## src/rtl/mc_controller.sv

```systemverilog
// Multicycle ARM control unit: main FSM, ALU/immediate decode, and conditional
// execution with the NZCV flag register. Define MC_CTRL_CMP_EN to decode CMP.
module mc_controller (
  input  logic        clk,
  input  logic        reset,
  input  logic [19:0] Instr,
  input  logic [3:0]  ALUFlags,
  output logic        PCWrite,
  output logic        MemWrite,
  output logic        RegWrite,
  output logic        IRWrite,
  output logic        AdrSrc,
  output logic [1:0]  RegSrc,
  output logic [1:0]  ALUSrcA,
  output logic [1:0]  ALUSrcB,
  output logic [1:0]  ResultSrc,
  output logic [1:0]  ImmSrc,
  output logic [1:0]  ALUControl
);

  localparam logic [3:0] S_FETCH  = 4'd0;
  localparam logic [3:0] S_DECODE = 4'd1;
  localparam logic [3:0] S_MEMADR = 4'd2;
  localparam logic [3:0] S_MEMRD  = 4'd3;
  localparam logic [3:0] S_MEMWB  = 4'd4;
  localparam logic [3:0] S_MEMWR  = 4'd5;
  localparam logic [3:0] S_EXECR  = 4'd6;
  localparam logic [3:0] S_EXECI  = 4'd7;
  localparam logic [3:0] S_ALUWB  = 4'd8;
  localparam logic [3:0] S_BRANCH = 4'd9;

  logic [3:0] state_q, state_d;
  logic [3:0] flags_q, flags_d;
  logic       condex_q, condex_d;

  logic [3:0] cond;
  logic [1:0] op;
  logic [5:0] funct;
  logic [3:0] cmd;
  logic [3:0] rd;
  logic       rd_is_pc;
  logic       unused_rn;

  assign cond      = Instr[19:16];
  assign op        = Instr[15:14];
  assign funct     = Instr[13:8];
  assign cmd       = funct[4:1];
  assign rd        = Instr[3:0];
  assign rd_is_pc  = (rd == 4'd15);
  assign unused_rn = ^Instr[7:4];

  // Condition evaluation always uses the stored flags, never the live ALU flags.
  logic cond_met;
  always_comb begin
    logic n, z, c, v;
    {n, z, c, v} = flags_q;
    case (cond)
      4'b0000: cond_met = z;
      4'b0001: cond_met = !z;
      4'b0010: cond_met = c;
      4'b0011: cond_met = !c;
      4'b0100: cond_met = n;
      4'b0101: cond_met = !n;
      4'b0110: cond_met = v;
      4'b0111: cond_met = !v;
      4'b1000: cond_met = c && !z;
      4'b1001: cond_met = !c || z;
      4'b1010: cond_met = (n == v);
      4'b1011: cond_met = (n != v);
      4'b1100: cond_met = !z && (n == v);
      4'b1101: cond_met = z || (n != v);
      4'b1110: cond_met = 1'b1;
      default: cond_met = 1'b0;
    endcase
  end

  logic [1:0] dp_alu;
  logic       dp_wr;
  logic       dp_nz_only;
  logic       dp_cmp;

  // NOTE: every signal gets a default before the case so no latch is inferred.
  always_comb begin
    dp_alu     = 2'b00;
    dp_wr      = 1'b0;
    dp_nz_only = 1'b0;
    dp_cmp     = 1'b0;
    case (cmd)
      4'b0100: dp_wr = 1'b1;
      4'b0010: begin dp_alu = 2'b01; dp_wr = 1'b1; end
      4'b0000: begin dp_alu = 2'b10; dp_wr = 1'b1; dp_nz_only = 1'b1; end
      4'b1100: begin dp_alu = 2'b11; dp_wr = 1'b1; dp_nz_only = 1'b1; end
`ifdef MC_CTRL_CMP_EN
      4'b1010: if (funct[0]) begin dp_alu = 2'b01; dp_cmp = 1'b1; end
`endif
      default: ;
    endcase
  end

  logic pc_w, mem_w, reg_w, ir_w;

  always_comb begin
    state_d    = state_q;
    pc_w       = 1'b0;
    mem_w      = 1'b0;
    reg_w      = 1'b0;
    ir_w       = 1'b0;
    AdrSrc     = 1'b0;
    ALUSrcA    = 2'b00;
    ALUSrcB    = 2'b00;
    ResultSrc  = 2'b00;
    ALUControl = 2'b00;
    case (state_q)
      S_FETCH: begin
        ir_w = 1'b1; pc_w = 1'b1;
        ALUSrcA = 2'b01; ALUSrcB = 2'b10; ResultSrc = 2'b10;
        state_d = S_DECODE;
      end
      S_DECODE: begin
        ALUSrcA = 2'b01; ALUSrcB = 2'b10; ResultSrc = 2'b10;
        case (op)
          2'b01:   state_d = S_MEMADR;
          2'b00:   state_d = funct[5] ? S_EXECI : S_EXECR;
          2'b10:   state_d = S_BRANCH;
          default: state_d = S_FETCH;
        endcase
      end
      S_MEMADR: begin
        ALUSrcB    = 2'b01;
        ALUControl = Instr[11] ? 2'b00 : 2'b01;
        state_d    = funct[0] ? S_MEMRD : S_MEMWR;
      end
      S_MEMRD: begin
        AdrSrc  = 1'b1;
        state_d = S_MEMWB;
      end
      S_MEMWB: begin
        ResultSrc = 2'b01;
        reg_w     = condex_q;
        pc_w      = condex_q && rd_is_pc;
        state_d   = S_FETCH;
      end
      S_MEMWR: begin
        AdrSrc  = 1'b1;
        mem_w   = condex_q;
        state_d = S_FETCH;
      end
      S_EXECR, S_EXECI: begin
        ALUSrcB    = (state_q == S_EXECI) ? 2'b01 : 2'b00;
        ALUControl = dp_alu;
        state_d    = dp_cmp ? S_FETCH : S_ALUWB;
      end
      S_ALUWB: begin
        reg_w   = condex_q && dp_wr;
        pc_w    = condex_q && dp_wr && rd_is_pc;
        state_d = S_FETCH;
      end
      S_BRANCH: begin
        ALUSrcA = 2'b10; ALUSrcB = 2'b01; ResultSrc = 2'b10;
        pc_w    = condex_q;
        state_d = S_FETCH;
      end
      default: state_d = S_FETCH;
    endcase
  end

  always_comb begin
    flags_d  = flags_q;
    condex_d = (state_q == S_DECODE) ? cond_met : condex_q;
    if ((state_q == S_EXECR || state_q == S_EXECI) && funct[0] && condex_q &&
        (dp_wr || dp_cmp)) begin
      if (dp_nz_only) flags_d[3:2] = ALUFlags[3:2];
      else            flags_d      = ALUFlags;
    end
  end

  assign RegSrc   = {(op == 2'b01) && !funct[0], (op == 2'b10)};
  assign ImmSrc   = (op == 2'b11) ? 2'b00 : op;
  // Write strobes are suppressed for the whole reset cycle, whatever the state.
  assign PCWrite  = pc_w  && !reset;
  assign MemWrite = mem_w && !reset;
  assign RegWrite = reg_w && !reset;
  assign IRWrite  = ir_w  && !reset;

  // NOTE: state registers use non-blocking assignments so all flops update together.
  always_ff @(posedge clk) begin
    if (reset) begin
      state_q  <= S_FETCH;
      flags_q  <= 4'b0000;
      condex_q <= 1'b0;
    end else begin
      state_q  <= state_d;
      flags_q  <= flags_d;
      condex_q <= condex_d;
    end
  end

endmodule
```

## config.mk

```make
export PLATFORM = sky130hd
export DESIGN_NAME = mc_controller
export DESIGN_NICKNAME = d
export VERILOG_FILES = /design/src/rtl/mc_controller.sv
export SDC_FILE = /design/constraint.sdc
export NUM_CORES = 1
export LEC_CHECK = 0
export CAP_MARGIN = 20
export CORE_MARGIN = 2
export CORE_UTILIZATION = 40
export CTS_CLUSTER_DIAMETER = 40
export DETAILED_ROUTE_END_ITERATION = 12
export PLACE_DENSITY_LB_ADDON = 0.15
export SLEW_MARGIN = 20
export SYNTH_ARGS = -nofsm -noshare
export SYNTH_HDL_FRONTEND = slang
export SYNTH_SLANG_ARGS = --single-unit
```

## constraint.sdc

```tcl
create_clock -name clk -period 3 [get_ports clk]
set_clock_uncertainty 0.1 [all_clocks]
set_input_delay 0.6 -clock clk [delete_from_list [all_inputs] [get_ports clk]]
set_output_delay 0.6 -clock clk [all_outputs]
set_load 0.03 [all_outputs]
```

==> flow_summary.toml <==
[logic_synthesis]
synth.net_count = 150
synthArstFlopShare = 0
synth_seq_cells = 9
seq_area_frac_synth = 0.201
yosys_most_used_dff = "dfxtp_1"
yosysWarnings = 0
avgSynthCellArea_um2 = 7.24
synth_cell_types = 44
synth_area_um2 = 898
syn-instance-count = 124
synth-edff-count = 0

[cts]
numCtsBuffers = 3
clk_pin_slew_ns = 0.06
tritoncts_num_sinks = 9
htree_levels = 1
holdBufCountCts = 0
clock_tree.buffer_depth = 2
cts_resized = 0
clockRootBuffer = "clkbuf_4"
clk_latency_ns = 0.27
cts_tree = "built"
post_cts_buffers = 0

[flow_run]
timing.max_cap.violations = 0

[timing]
whs_ns = 0.481
max_slew.worst_pin.slew_ns = 0.524
rsz0062_at_grt = "false"
period_share = 0.957
maxSlewHeadroom = 0.650
setup_viol = 0
max_freq_mhz = 348
hold_viol = 0
drv_slew = 0
fin_tns_setup_ns = 0
period_needed_ns = 2.87

[setup_path]
crit_type = "in -> out"
crit_fanout = 4
end_kind = "output pin"
startpoint_type = "input pin"
reg2reg_depth = 5
crit_required_ns = 2.30
arrival_ns = 2.17

[cells_and_area]
register_area_um2 = 180
area.growth.synth_to_final_pct = 41.9
multi_input_area_um2 = 642
antennaDiodeCount = 0
fillCellCount = 200
drive_above_1_share = 0.141
nets = 183

[floorplan]
coreArea_mm2 = 0.00217
io_pins = 43
die_h_um = 51.4
die_w_um = 51.4
dieArea_mm2 = 0.00264
initial_core_util = 0.414
rows = 17

[worst_hold_path]
hold_depth = 2
hold_path_class = "reg -> reg"

[place]
dp_hpwl_um = 1690
gp_congestion = 0.835
port_buffers = 38

[detailed_routing]
routed_via_density = 5.45
vias = 1002
finalWirelength_um = 2130
wl_per_cell_um = 11.6
drtIter0Drc = 21
firstDrtPassIters = 4
drtAntennaViolNets = 0
drc = 0

[outcome]
status = "finished clean"

[power]
power.density_mw_per_mm2 = 300
ir_drop_mv = 0.231
p_leak_nw = 0.499

[global_route]
grt.total_usage = 0.178
gr-total-overflow = 0
antenna_found_initial = 0
grt_pass1_vias = 846
grt_pass1_wl_um = 3550
grt_max_degree = 14
area by class of cell:
type | instances | share of cell area
Timing Repair Buffer | 39 | 0.294
Clock inverter | 1 | 0.00393
Tap cell | 28 | 0.0275
Clock buffer | 3 | 0.0177
Inverter | 4 | 0.0118
Sequential cell | 9 | 0.141
Multi-Input combinational cell | 100 | 0.503
through the flow:
| stage | area (um2) | instances | util | total power (W) | setup WS, ns |
|---|---|---|---|---|---|
| 2_1_floorplan | 898 | 124 | - | 0.000232 | 0.372 |
| 3_3_place_gp | 1250 | 180 | 0.575 | 0.000289 | 0.165 |
| 3_5_place_dp | 1250 | 180 | 0.575 | 0.000291 | 0.143 |
| 4_1_cts | 1270 | 184 | 0.588 | 0.000385 | 0.132 |
| 5_1_grt | 1270 | 184 | 0.588 | 0.000406 | 0.0392 |
| 6_report | 1270 | 184 | 0.588 | 0.000383 | 0.130 |
worst max-delay path, stage by stage:
cell	delay, ns
clkdlybuf4s50_1	0.52
nor2b_2	0.25
and2b_2	0.26
nor3_1	0.13
nor3_1	0.07
a21o_1	0.18
buf_4	0.16
cell usage after synthesis, drive strengths merged (4+ instances only):
cell	n	share of area
nor2	17	0.071
nand2	11	0.049
a21oi	10	0.056
nor3	10	0.061
dfxtp	9	0.20
buf	7	0.052
o21ai	7	0.039
mux2i	5	0.056
nand2b	5	0.043
nor2b	5	0.038
clkbuf	4	0.017
inv	4	0.017
final timing paths:
kind	from	endpoint	slack, ns
max	Instr[12]	PCWrite	0.13
min	flags_q[1]	flags_q[1]	0.48
max reg2reg	state_q[1]	flags_q[1]	1.25
min reg2reg	flags_q[1]	flags_q[1]	0.48
cell families after synthesis:
logic type,count (synthesis),share of synthesized area
AO/OA/AOI/OAI,29,0.209
XOR/XNOR,2,0.0195
buffers and inverters,15,0.0849
flip-flops,9,0.201
multiplexers,6,0.0682
AND/OR/NAND/NOR,63,0.418
layout by cell type (no fill, tap or decap), types with 5 or more instances in the layout:
cell type	instances
o21ai_0	6
mux2i_1	5
dfxtp_1	9
nor2_1	17
buf_4	6
a21oi_1	10
nor3_1	9
clkdlybuf4s50_1	33
nand2_1	10
power breakdown:
| group | switching, W | internal (W) | leakage [nW] | total [W] |
|---|---|---|---|---|
| combinational | 0.0000741 | 0.0000753 | 0.408 | 0.000149 |
| clock | 0.0000452 | 0.0000493 | 0.0177 | 0.0000946 |
| sequential | 0.0000146 | 0.000124 | 0.0731 | 0.000139 |
sequential cells by signal, summed over array words and instances, names as in the netlist:
name and cells:
condex_q 1, flags_q 4, state_q 4
per-layer routing:
| metal | global-route usage | vias to the layer above | part of all wire |
|---|---|---|---|
| li1 | - | 505 | - |
| met1 | 0.229 | 467 | 0.46 |
| met2 | 0.293 | 26 | 0.48 |
| met3 | 0.0351 | 4 | 0.045 |
| met4 | 0.0658 | 0 | 0.0098 |
| met5 | 0 | - | 0 |
No activity file was read; power rests on OpenSTA's default activity.
